## config.mk

```make
export PLATFORM = sky130hd
export DESIGN_NAME = demux_t_s_b
export DESIGN_NICKNAME = d
export VERILOG_FILES = /design/src/rtl/temporal_bus_pkg.sv /design/src/rtl/gamma_slot_counter.sv /design/src/rtl/demux_t_s_b.sv
export SDC_FILE = /design/constraint.sdc
export NUM_CORES = 1
export LEC_CHECK = 0
export ABC_AREA = 1
export CAP_MARGIN = 20
export CORE_ASPECT_RATIO = 1.4
export CORE_UTILIZATION = 35
export CTS_CLUSTER_DIAMETER = 80
export DETAILED_ROUTE_END_ITERATION = 7
export GPL_ROUTABILITY_DRIVEN = 1
export GPL_TIMING_DRIVEN = 0
export MAX_ROUTING_LAYER = met4
export PLACE_DENSITY = 0.55
export SETUP_SLACK_MARGIN = 0.05
export SYNTH_ARGS = -nofsm -noshare
export SYNTH_HDL_FRONTEND = slang
export SYNTH_HIERARCHICAL = 1
export SYNTH_SLANG_ARGS = --single-unit
```

## constraint.sdc

```tcl
create_clock -name aclk -period 7.7 [get_ports aclk]
set_clock_uncertainty 0.1 [all_clocks]
set_input_delay 1.54 -clock aclk [delete_from_list [all_inputs] [get_ports aclk]]
set_output_delay 1.54 -clock aclk [all_outputs]
set_load 0.1 [all_outputs]
```

## src/rtl/temporal_bus_pkg.sv

```systemverilog
// Shared types and constants for the binary <-> temporal-serial bus.
// Used by both the mux_b_t_s transmitter and the demux_t_s_b receiver.
package temporal_bus_pkg;

  typedef enum logic {
    EDGE_RISING  = 1'b0,
    EDGE_FALLING = 1'b1
  } edge_mode_t;

  localparam int DEFAULT_GAMMA_CYCLE_WIDTH = 16;
  localparam int SLOT_W = $clog2(DEFAULT_GAMMA_CYCLE_WIDTH);

  // Single place that defines which select_line level means "active phase".
  function automatic logic phase_active(
    input edge_mode_t mode,
    input logic       sel
  );
    return (mode == EDGE_FALLING) ? !sel : sel;
  endfunction

endpackage

```

## src/rtl/gamma_slot_counter.sv

```systemverilog
// Slot counter shared by both ends of the temporal-serial bus.
// Advances on request and wraps naturally at WIDTH (a power of two).
module gamma_slot_counter #(
  parameter  int WIDTH = 16,
  localparam int SW    = $clog2(WIDTH)
) (
  input  logic          aclk,
  input  logic          grst,
  input  logic          advance,
  output logic [SW-1:0] count,
  output logic          wrap
);

  logic [SW-1:0] count_q;
  logic [SW-1:0] count_d;

  always_comb begin
    count_d = count_q;
    if (advance) begin
      count_d = count_q + 1'b1;
    end
  end

  always_ff @(posedge aclk or posedge grst) begin
    if (grst) begin
      count_q <= '0;
    end else begin
      count_q <= count_d;
    end
  end

  // wrap marks the edge on which the last slot is left behind.
  assign wrap  = advance && (count_q == SW'(WIDTH - 1));
  assign count = count_q;

endmodule

```

## src/rtl/demux_t_s_b.sv

```systemverilog
// Receive side of the temporal-serial bus: rebuilds a gamma frame of
// binary words and publishes it double-buffered once per counter wrap.
module demux_t_s_b
  import temporal_bus_pkg::*;
#(
  parameter  int         GAMMA_CYCLE_WIDTH = 16,
  parameter  int         NUM_OUTPUTS       = GAMMA_CYCLE_WIDTH,
  parameter  int         BUS_WIDTH         = 4,
  parameter  edge_mode_t EDGE_MODE         = EDGE_RISING,
  localparam int         SW = $clog2(GAMMA_CYCLE_WIDTH)
) (
  input  logic                                  aclk,
  input  logic                                  grst,
  input  logic [BUS_WIDTH-1:0]                  x,
  input  logic                                  select_line,
  output logic [NUM_OUTPUTS-1:0][BUS_WIDTH-1:0] outputs,
  output logic [NUM_OUTPUTS-1:0]                written_mask,
  output logic                                  frame_valid,
  output logic [SW-1:0]                         slot_idx
);

  logic          active;
  logic          wrap;
  logic [SW-1:0] slot;

  logic [NUM_OUTPUTS-1:0][BUS_WIDTH-1:0] shadow_q, shadow_d;
  logic [NUM_OUTPUTS-1:0]                smask_q, smask_d;
  logic [NUM_OUTPUTS-1:0][BUS_WIDTH-1:0] out_q, out_d;
  logic [NUM_OUTPUTS-1:0]                wmask_q, wmask_d;
  logic                                  fv_q, fv_d;

  assign active = phase_active(EDGE_MODE, select_line);

  gamma_slot_counter #(
    .WIDTH   (GAMMA_CYCLE_WIDTH)
  ) u_cnt (
    .aclk    (aclk),
    .grst    (grst),
    .advance (!active),
    .count   (slot),
    .wrap    (wrap)
  );

  // Capture is active-only and commit inactive-only, so they never collide.
  always_comb begin
    shadow_d = shadow_q;
    smask_d  = smask_q;
    if (active) begin
      shadow_d[slot] = x;
      smask_d[slot]  = 1'b1;
    end else if (wrap) begin
      shadow_d = '0;
      smask_d  = '0;
    end
  end

  always_comb begin
    out_d   = out_q;
    wmask_d = wmask_q;
    fv_d    = wrap;
    if (wrap) begin
      wmask_d = smask_q;
      for (int i = 0; i < NUM_OUTPUTS; i++) begin
        out_d[i] = smask_q[i] ? shadow_q[i] : '0;
      end
    end
  end

  always_ff @(posedge aclk or posedge grst) begin
    if (grst) begin
      shadow_q <= '0;
      smask_q  <= '0;
      out_q    <= '0;
      wmask_q  <= '0;
      fv_q     <= 1'b0;
    end else begin
      shadow_q <= shadow_d;
      smask_q  <= smask_d;
      out_q    <= out_d;
      wmask_q  <= wmask_d;
      fv_q     <= fv_d;
    end
  end

  assign outputs      = out_q;
  assign written_mask = wmask_q;
  assign frame_valid  = fv_q;
  assign slot_idx     = slot;

endmodule

```

Word-level counts from Yosys, hierarchy flattened
Cells that the tools add are included.

Register bits: 165. Input port bits: 7. Output and inout port bits: 85. Logic and storage cells: 70.

$add $sub $neg: 1. Order comparisons: 2. Equality and inequality tests: 1. Mux-type cells: 25. Bitwise gates (word level): 1. Reduce and logical (&&, ||, !) cells: 4.

Operator list (count): two-way mux 64 bit (2); two-way mux 4 bit (17); bitwise mux 64 bit (1); two-way mux 16 bit (2); demux 4 bit (select 4 bit) (1); bitwise OR 16 bit (1); < comparator 4 x 5 -> 1 bit (second input constant) (1); adder 4 x 1 -> 4 bit (second input constant) (1); demux 1 bit (select 4 bit) (1); == test 4 bit (second input constant) (1); >= comparator 4 x 1 -> 1 bit (second input constant) (1); logical AND 1 bit (2); nonzero test 2 bit (1); zero test 1 bit (1); two-way mux 1 bit (1).

Longest topological paths before layout
Gate-level depths: netlist (run 1).

Depth in word-level cells: 6. Gate-level depth with buffers: 9. Gate-level depth less buffers: 6.

By module
The synthesis (run 1) kept the hierarchy.

By module, submodules not included: demux_t_s_b (times used 1, cells each 710, area an instance 6353.6 µm², seq. area each 4028.9 µm²); gamma_slot_counter (times used 1, cells each 21, area an instance 188.9 µm², seq. area each 100.1 µm²).

Worst setup path before layout (run 1)
No wires, ideal clock.

Path kind: in2reg. Start: input select_line. End: register out_q (netlist bit outputs[0]). Library setup time: 0.120 ns. Data arrival time: 2.666 ns. Required time: 7.480 ns. Slack: 4.814 ns. Stages: 9. Path buffers: 3. Path through: buf_6 inv_2 nand2_1 nor3b_1 buf_2 inv_2 clkbuf_1 nand2_1 nand2_1.

Cells in the longest elaborated chain, start to end: 2.

RTL lines: start, declared (RTL line demux_t_s_b.sv:15) `input logic select_line,`; zero test 1 bit (RTL line demux_t_s_b.sv:39) `.advance (!active),`; logical AND 1 bit (RTL line gamma_slot_counter.sv:33) `assign wrap = advance && (count_q == SW'(WIDTH - 1));`; via fv_d (RTL line demux_t_s_b.sv:30) `logic fv_q, fv_d;`; end signal, assigned (RTL line demux_t_s_b.sv:79) `out_q <= out_d;`; end, declared (RTL line demux_t_s_b.sv:28) `logic [NUM_OUTPUTS-1:0][BUS_WIDTH-1:0] out_q, out_d;`.

The timed path passes the listed nets, and every way through them passes these cells. A chain may end at the register's enable or synchronous reset.

Worst setup path after layout (run 1)
Start: register u_cnt.count_q[1] (netlist: u_cnt/count[1]). End: output slot_idx[1].

RTL lines: start, declared (RTL line gamma_slot_counter.sv:14) `logic [SW-1:0] count_q;`; start signal, assigned (RTL line gamma_slot_counter.sv:28) `count_q <= count_d;`; end, declared (RTL line demux_t_s_b.sv:19) `output logic [SW-1:0] slot_idx`.

No word-level cell between the ends.

==> results of run 1 <==
per-layer routing:
metal	up-vias	global-route usage	wire length (µm)
met5	-	-	0
li1	2530	-	-
met2	95	0.3354	8791
met1	2451	0.2269	7391
met3	15	0.03854	663
met4	0	0.06410	236
tightest hold or removal path, delay by kind of cell (launching register included):
kind | cells | cell delay [ps]
flip-flops | 1 | 340
AND/OR/NAND/NOR | 2 | 90
cells in the mapped netlist, types with 2 or more instances:
| cell type | count |
|---|---|
| nand2_1 | 343 |
| dfrtp_1 | 165 |
| nand3_1 | 132 |
| clkbuf_1 | 16 |
| buf_2 | 13 |
| inv_1 | 12 |
| inv_2 | 10 |
| nand2_2 | 10 |
| nor2_1 | 6 |
| nor2_2 | 5 |
| clkbuf_2 | 4 |
| nand3_2 | 4 |
| clkinv_1 | 3 |
| xor2_1 | 2 |
per-stage QoR:
step / instances / hold slack (ps)
after global placement: 1057 / 354.3
after floorplan: 731 / 369.4
after global routing: 1090 / 400.0
after CTS: 1090 / 374.7
after detailed placement: 1058 / 358.4
final: 1090 / 366.8
registers in the layout, summed over array words and instances, names as in the netlist:
signal,flops
outputs,64
shadow_q,64
smask_q,16
written_mask,16
u_cnt/count,4
frame_valid,1
kinds of logic after synthesis:
family / Yosys count / share of synthesized area
and+or+nand+nor: 503 / 0.3253
xor gates and xnor gates: 2 / 0.002678
DFF: 165 / 0.6311
buffers and inverters: 59 / 0.03825
AOI/OAI and AO/OA: 1 / 0.0007642
adders and majority gates: 1 / 0.001912
layout make-up:
cell class / instances / area, µm²
Fill cell: 1810 / 9728
Sequential cell: 165 / 4129
Multi-Input combinational cell: 507 / 2163
Timing Repair Buffer: 87 / 888.4
Clock buffer: 18 / 429.2
Tap cell: 240 / 300.3
Clock inverter: 14 / 246.5
Buffer: 34 / 156.4
Inverter: 25 / 101.3
worst paths after layout:
kind,startpoint,to,slack [ps],depth (start not counted)
min in group asynchronous,grst,u_cnt/count[2]$_DFFE_PP0P_,1430,2
min,written_mask[12]$_DFFE_PP0P_,written_mask[12]$_DFFE_PP0P_,370,2
max,u_cnt/count[1]$_DFFE_PP0P_,slot_idx[1],3870,1
min reg2reg,written_mask[12]$_DFFE_PP0P_,written_mask[12]$_DFFE_PP0P_,370,2
max in group asynchronous,grst,smask_q[9]$_DFFE_PP0P_,5120,3
max reg2reg,u_cnt/count[1]$_DFFE_PP0P_,written_mask[8]$_DFFE_PP0P_,5240,7
==> results.yml, run 1 <==
global_routing:
  grt_pass1_vias: 5163
  grt.overflow.total: 0
  grt_pass1_wl_mm: 27.57
  grt.total_usage: 0.1940
  grt_max_degree: 94
  antenna_found_initial: 0
routing:
  drt_iter0_drc: 256
  dr_total_vias: 5091
  ant_nets: 0
  wl_per_cell_um: 15.67
  first_pass_iters: 4
  routed_via_density: 4.671
  route.detailed.drc: 0
  drt-total-wl_mm: 17.08
clocking:
  cts_post_setup_buffers_inserted: 0
  cts_max_level: 4
  cts_tree: "yes"
  cts_resized: 0
  ctsHoldBuffers: 0
  cts_buffer_depth: 2
  clkTransAtPathRegs_ps: 60
  root_buffer: "clkbuf_16"
  cts_sinks: 165
  cts_buffers: 17
  clock_latency_ps: 430
finish:
  stdcell_area_mm2: 0.008414
  mostFrequentLayoutCell: "nand2_1"
  layout_common_cells: "343 x nand2_1, 165 x dfrtp_1, 132 x nand3_1"
  fin_util: 0.4638
  diodes: 0
  layout-drive-gt1-share: 0.09529
  areaGrowthSynthToFinish_pct: 28.61
  nets: 845
sta:
  hold_viol: 0
  layout_setup_ws_ps: 3872
  finalMaxSlewViolations: 0
  fin_tns_setup_ps: 0
  period_share: 0.4972
  min_period_ps: 3828
  slew_headroom: 0.3134
  clock.fmax_mhz: 261.2
  finalSetupViolCount: 0
  grt_setup_unrepaired: "no"
  worst_pin_slew_ps: 1027
synthesis:
  syn_inst: 731
  dominantRegCellSynth: "dfrtp_1"
  synth_top_area_frac: 0.6311
  synth_area_per_cell_um2: 8.950
  synth-seq-cells: 165
  synth_edf_count: 0
  synthDistinctLibCells: 20
  synthArstFlopShare: 1.000
  synth_area_mm2: 0.006543
  yosysTopAreaCell: "dfrtp_1"
  ys_seq_area_frac: 0.6311
  synth_nets: 739
  ys_top_cells_by_area: "dfrtp_1 63%, nand2_1 20%, nand3_1 10%"
  synth_warnings: 6
outcome:
  status: "completed"
die:
  die_w_um: 117.6
  fp.dieH_um: 163.8
  io_pins: 92
  start_util: 0.3606
  coreArea_mm2: 0.01814
  num_rows: 58
  dieArea_mm2: 0.01925
setup_path:
  arrival_ps: 2190
  cp-end-kind: "output pin"
  cp_num_buf_inv: 1
  cp_slowest_cell: "clkdlybuf4s50_1"
  crit_chain: "clkdlybuf4s50_1"
  required_ps: 6060
  path_delay_family: "buffers and inverters"
  path_max_fanout: 7
  max_stage_delay_ps: 1240
  startpoint_type: "flip-flop"
  crit_type: "reg2out"
job:
  max_cap_viol_count: 0
placement:
  place_ws_ps: 4103
  gp_congestion: 0.7995
  placed_area_mm2: 0.007739
  post-dp-hpwl_mm: 11.63
  io_buffers: 86
min_path:
  min_path_type: "reg2reg"
Power of run 1 is left out: the tool's default activity adds up to more than one toggle a clock period on the data nets, which glitch-free logic cannot reach.
==> run 2: changes to the inputs <==
==> constraint.sdc (replaced) <==
create_clock -name aclk -period 4.02 [get_ports aclk]
set_clock_uncertainty 0.1 [all_clocks]
set_input_delay 0.804 -clock aclk [delete_from_list [all_inputs] [get_ports aclk]]
set_output_delay 0.804 -clock aclk [all_outputs]
set_load 0.1 [all_outputs]
==> run 2 against run 1 <==
Net effect:
- cell area about the same
- core utilization about the same
- highest routed layer unchanged
- non-clock buffer count increased by 3
- largest cell class unchanged
==> results.yml, run 2 (synthesized netlist as in run 1, its figures left out) <==
clocking:
  cts_tree: "yes"
  cts_max_level: 4
  cts_buffers: 17
  ctsHoldBuffers: 0
  cts_resized: 0
  cts_post_setup_buffers_inserted: 0
  clkTransAtPathRegs_ps: 70
  cts_buffer_depth: 2
  root_buffer: "clkbuf_16"
  clock_latency_ps: 410
  cts_sinks: 165
global_routing:
  antenna_found_initial: 0
  grt_max_degree: 41
  grt_pass1_vias: 5213
  grt.overflow.total: 0
  grt.total_usage: 0.1965
  grt_pass1_wl_mm: 28.23
routing:
  drt_iter0_drc: 352
  wl_per_cell_um: 15.67
  dr_total_vias: 5121
  first_pass_iters: 4
  routed_via_density: 4.685
  ant_nets: 0
  route.detailed.drc: 0
  drt-total-wl_mm: 17.13
finish:
  areaGrowthSynthToFinish_pct: 28.63
  seqCellArea_mm2: 0.004129
  layout_common_cells: "343 x nand2_1, 165 x dfrtp_1, 132 x nand3_1"
  fin_util: 0.4639
  mostFrequentLayoutCell: "nand2_1"
  nets: 848
  multi_input_area_mm2: 0.002163
  layout-drive-gt1-share: 0.09965
  fin_cells: 1093
  diodes: 0
  n_fill_cell: 1783
sta:
  grt_setup_unrepaired: "no"
  slew_headroom: 0.3150
  finalSetupViolCount: 0
  hold_viol: 0
  clock.fmax_mhz: 324.6
  layout_setup_ws_ps: 939.2
  worst_pin_slew_ps: 1024
  min_period_ps: 3081
  finalMaxSlewViolations: 0
  period_share: 0.7664
  whs_ps: 369.0
placement:
  io_buffers: 86
  dp.cells: 1061
  place_ws_ps: 1157
  post-dp-hpwl_mm: 11.84
  gp_congestion: 0.7979
setup_path:
  path_delay_family: "buffers and inverters"
  crit_type: "reg2out"
  cp_slowest_cell: "clkdlybuf4s50_1"
  required_ps: 3120
  startpoint_type: "flip-flop"
  r2r_cells: 7
  path_max_fanout: 7
  max_stage_delay_ps: 1230
  crit_chain: "clkdlybuf4s50_1"
  reg2reg_slack_ps: 1490
  r2r_start: "u_cnt/count[1]$_DFFE_PP0P_"
  reg2reg_to: "written_mask[8]$_DFFE_PP0P_"
  arrival_ps: 2180
  cp-end-kind: "output pin"
  cp_num_buf_inv: 1
job:
  max_cap_viol_count: 0
die:
  start_util: 0.3606
  die_w_um: 117.6
  fp.dieH_um: 163.8
  io_pins: 92
  dieArea_mm2: 0.01925
  coreArea_mm2: 0.01814
  num_rows: 58
min_path:
  hold_end: "written_mask[13]$_DFFE_PP0P_"
  hold_depth: 2
  min-delay-start: "written_mask[13]$_DFFE_PP0P_"
  min_path_type: "reg2reg"
outcome:
  status: "completed"
-- run 2: cell count changes in the layout (fill, tap and decap cells not counted), sizes merged --
cell | previous run | this run
buf | 15 | 18
bufinv | 6 | 4
clkinv | 5 | 8
clkbuf | 38 | 37
inv | 26 | 25
clkinvlp | 2 | 3
-- run 2: per-layer routing --
| metal | GRT usage | routed length [µm] | vias to the layer above |
|---|---|---|---|
| li1 | - | - | 2546 |
| met1 | 0.2409 | 7581 | 2456 |
| met2 | 0.3314 | 8685 | 101 |
| met3 | 0.03264 | 544 | 18 |
| met4 | 0.06527 | 316 | 0 |
| met5 | - | 0 | - |
-- run 2: per-stage QoR --
stage | instance area (µm²) | TNS, ps
after global routing | 8416 | 0
after floorplan | 6546 | 0
final | 8416 | 0
after CTS | 8416 | 0
after detailed placement | 7787 | 0
after global placement | 7707 | -75950
-- run 2: worst max path at each step --
stage	depth (start not counted)	startpoint	slack, ps	end
after floorplan	1	grst	1070	frame_valid$_DFF_PP0_
after global placement	2	grst	-480	outputs[6]$_DFFE_PP0P_
after detailed placement	8	select_line	1160	written_mask[8]$_DFFE_PP0P_
after CTS	1	u_cnt/count[1]$_DFFE_PP0P_	920	slot_idx[1]
after global routing	1	u_cnt/count[2]$_DFFE_PP0P_	890	slot_idx[2]
final	1	u_cnt/count[1]$_DFFE_PP0P_	940	slot_idx[1]
-- run 2: layout make-up --
cell class,instances,area share
Timing Repair Buffer,90,0.1118
Clock buffer,17,0.05055
Clock inverter,15,0.02409
Buffer,34,0.01858
Multi-Input combinational cell,507,0.2571
Tap cell,240,0.03568
Sequential cell,165,0.4906
Inverter,25,0.01160
-- run 2: worst reg2reg max path, stage by stage, from the launching register on --
cell      delay (ps)
dfrtp_1          540
ha_1             210
nand2_1           80
nor3b_1          370
buf_2            290
clkbuf_1         570
nand2_1          210
nand2_1          110
Power of run 2 is left out for the same reason.
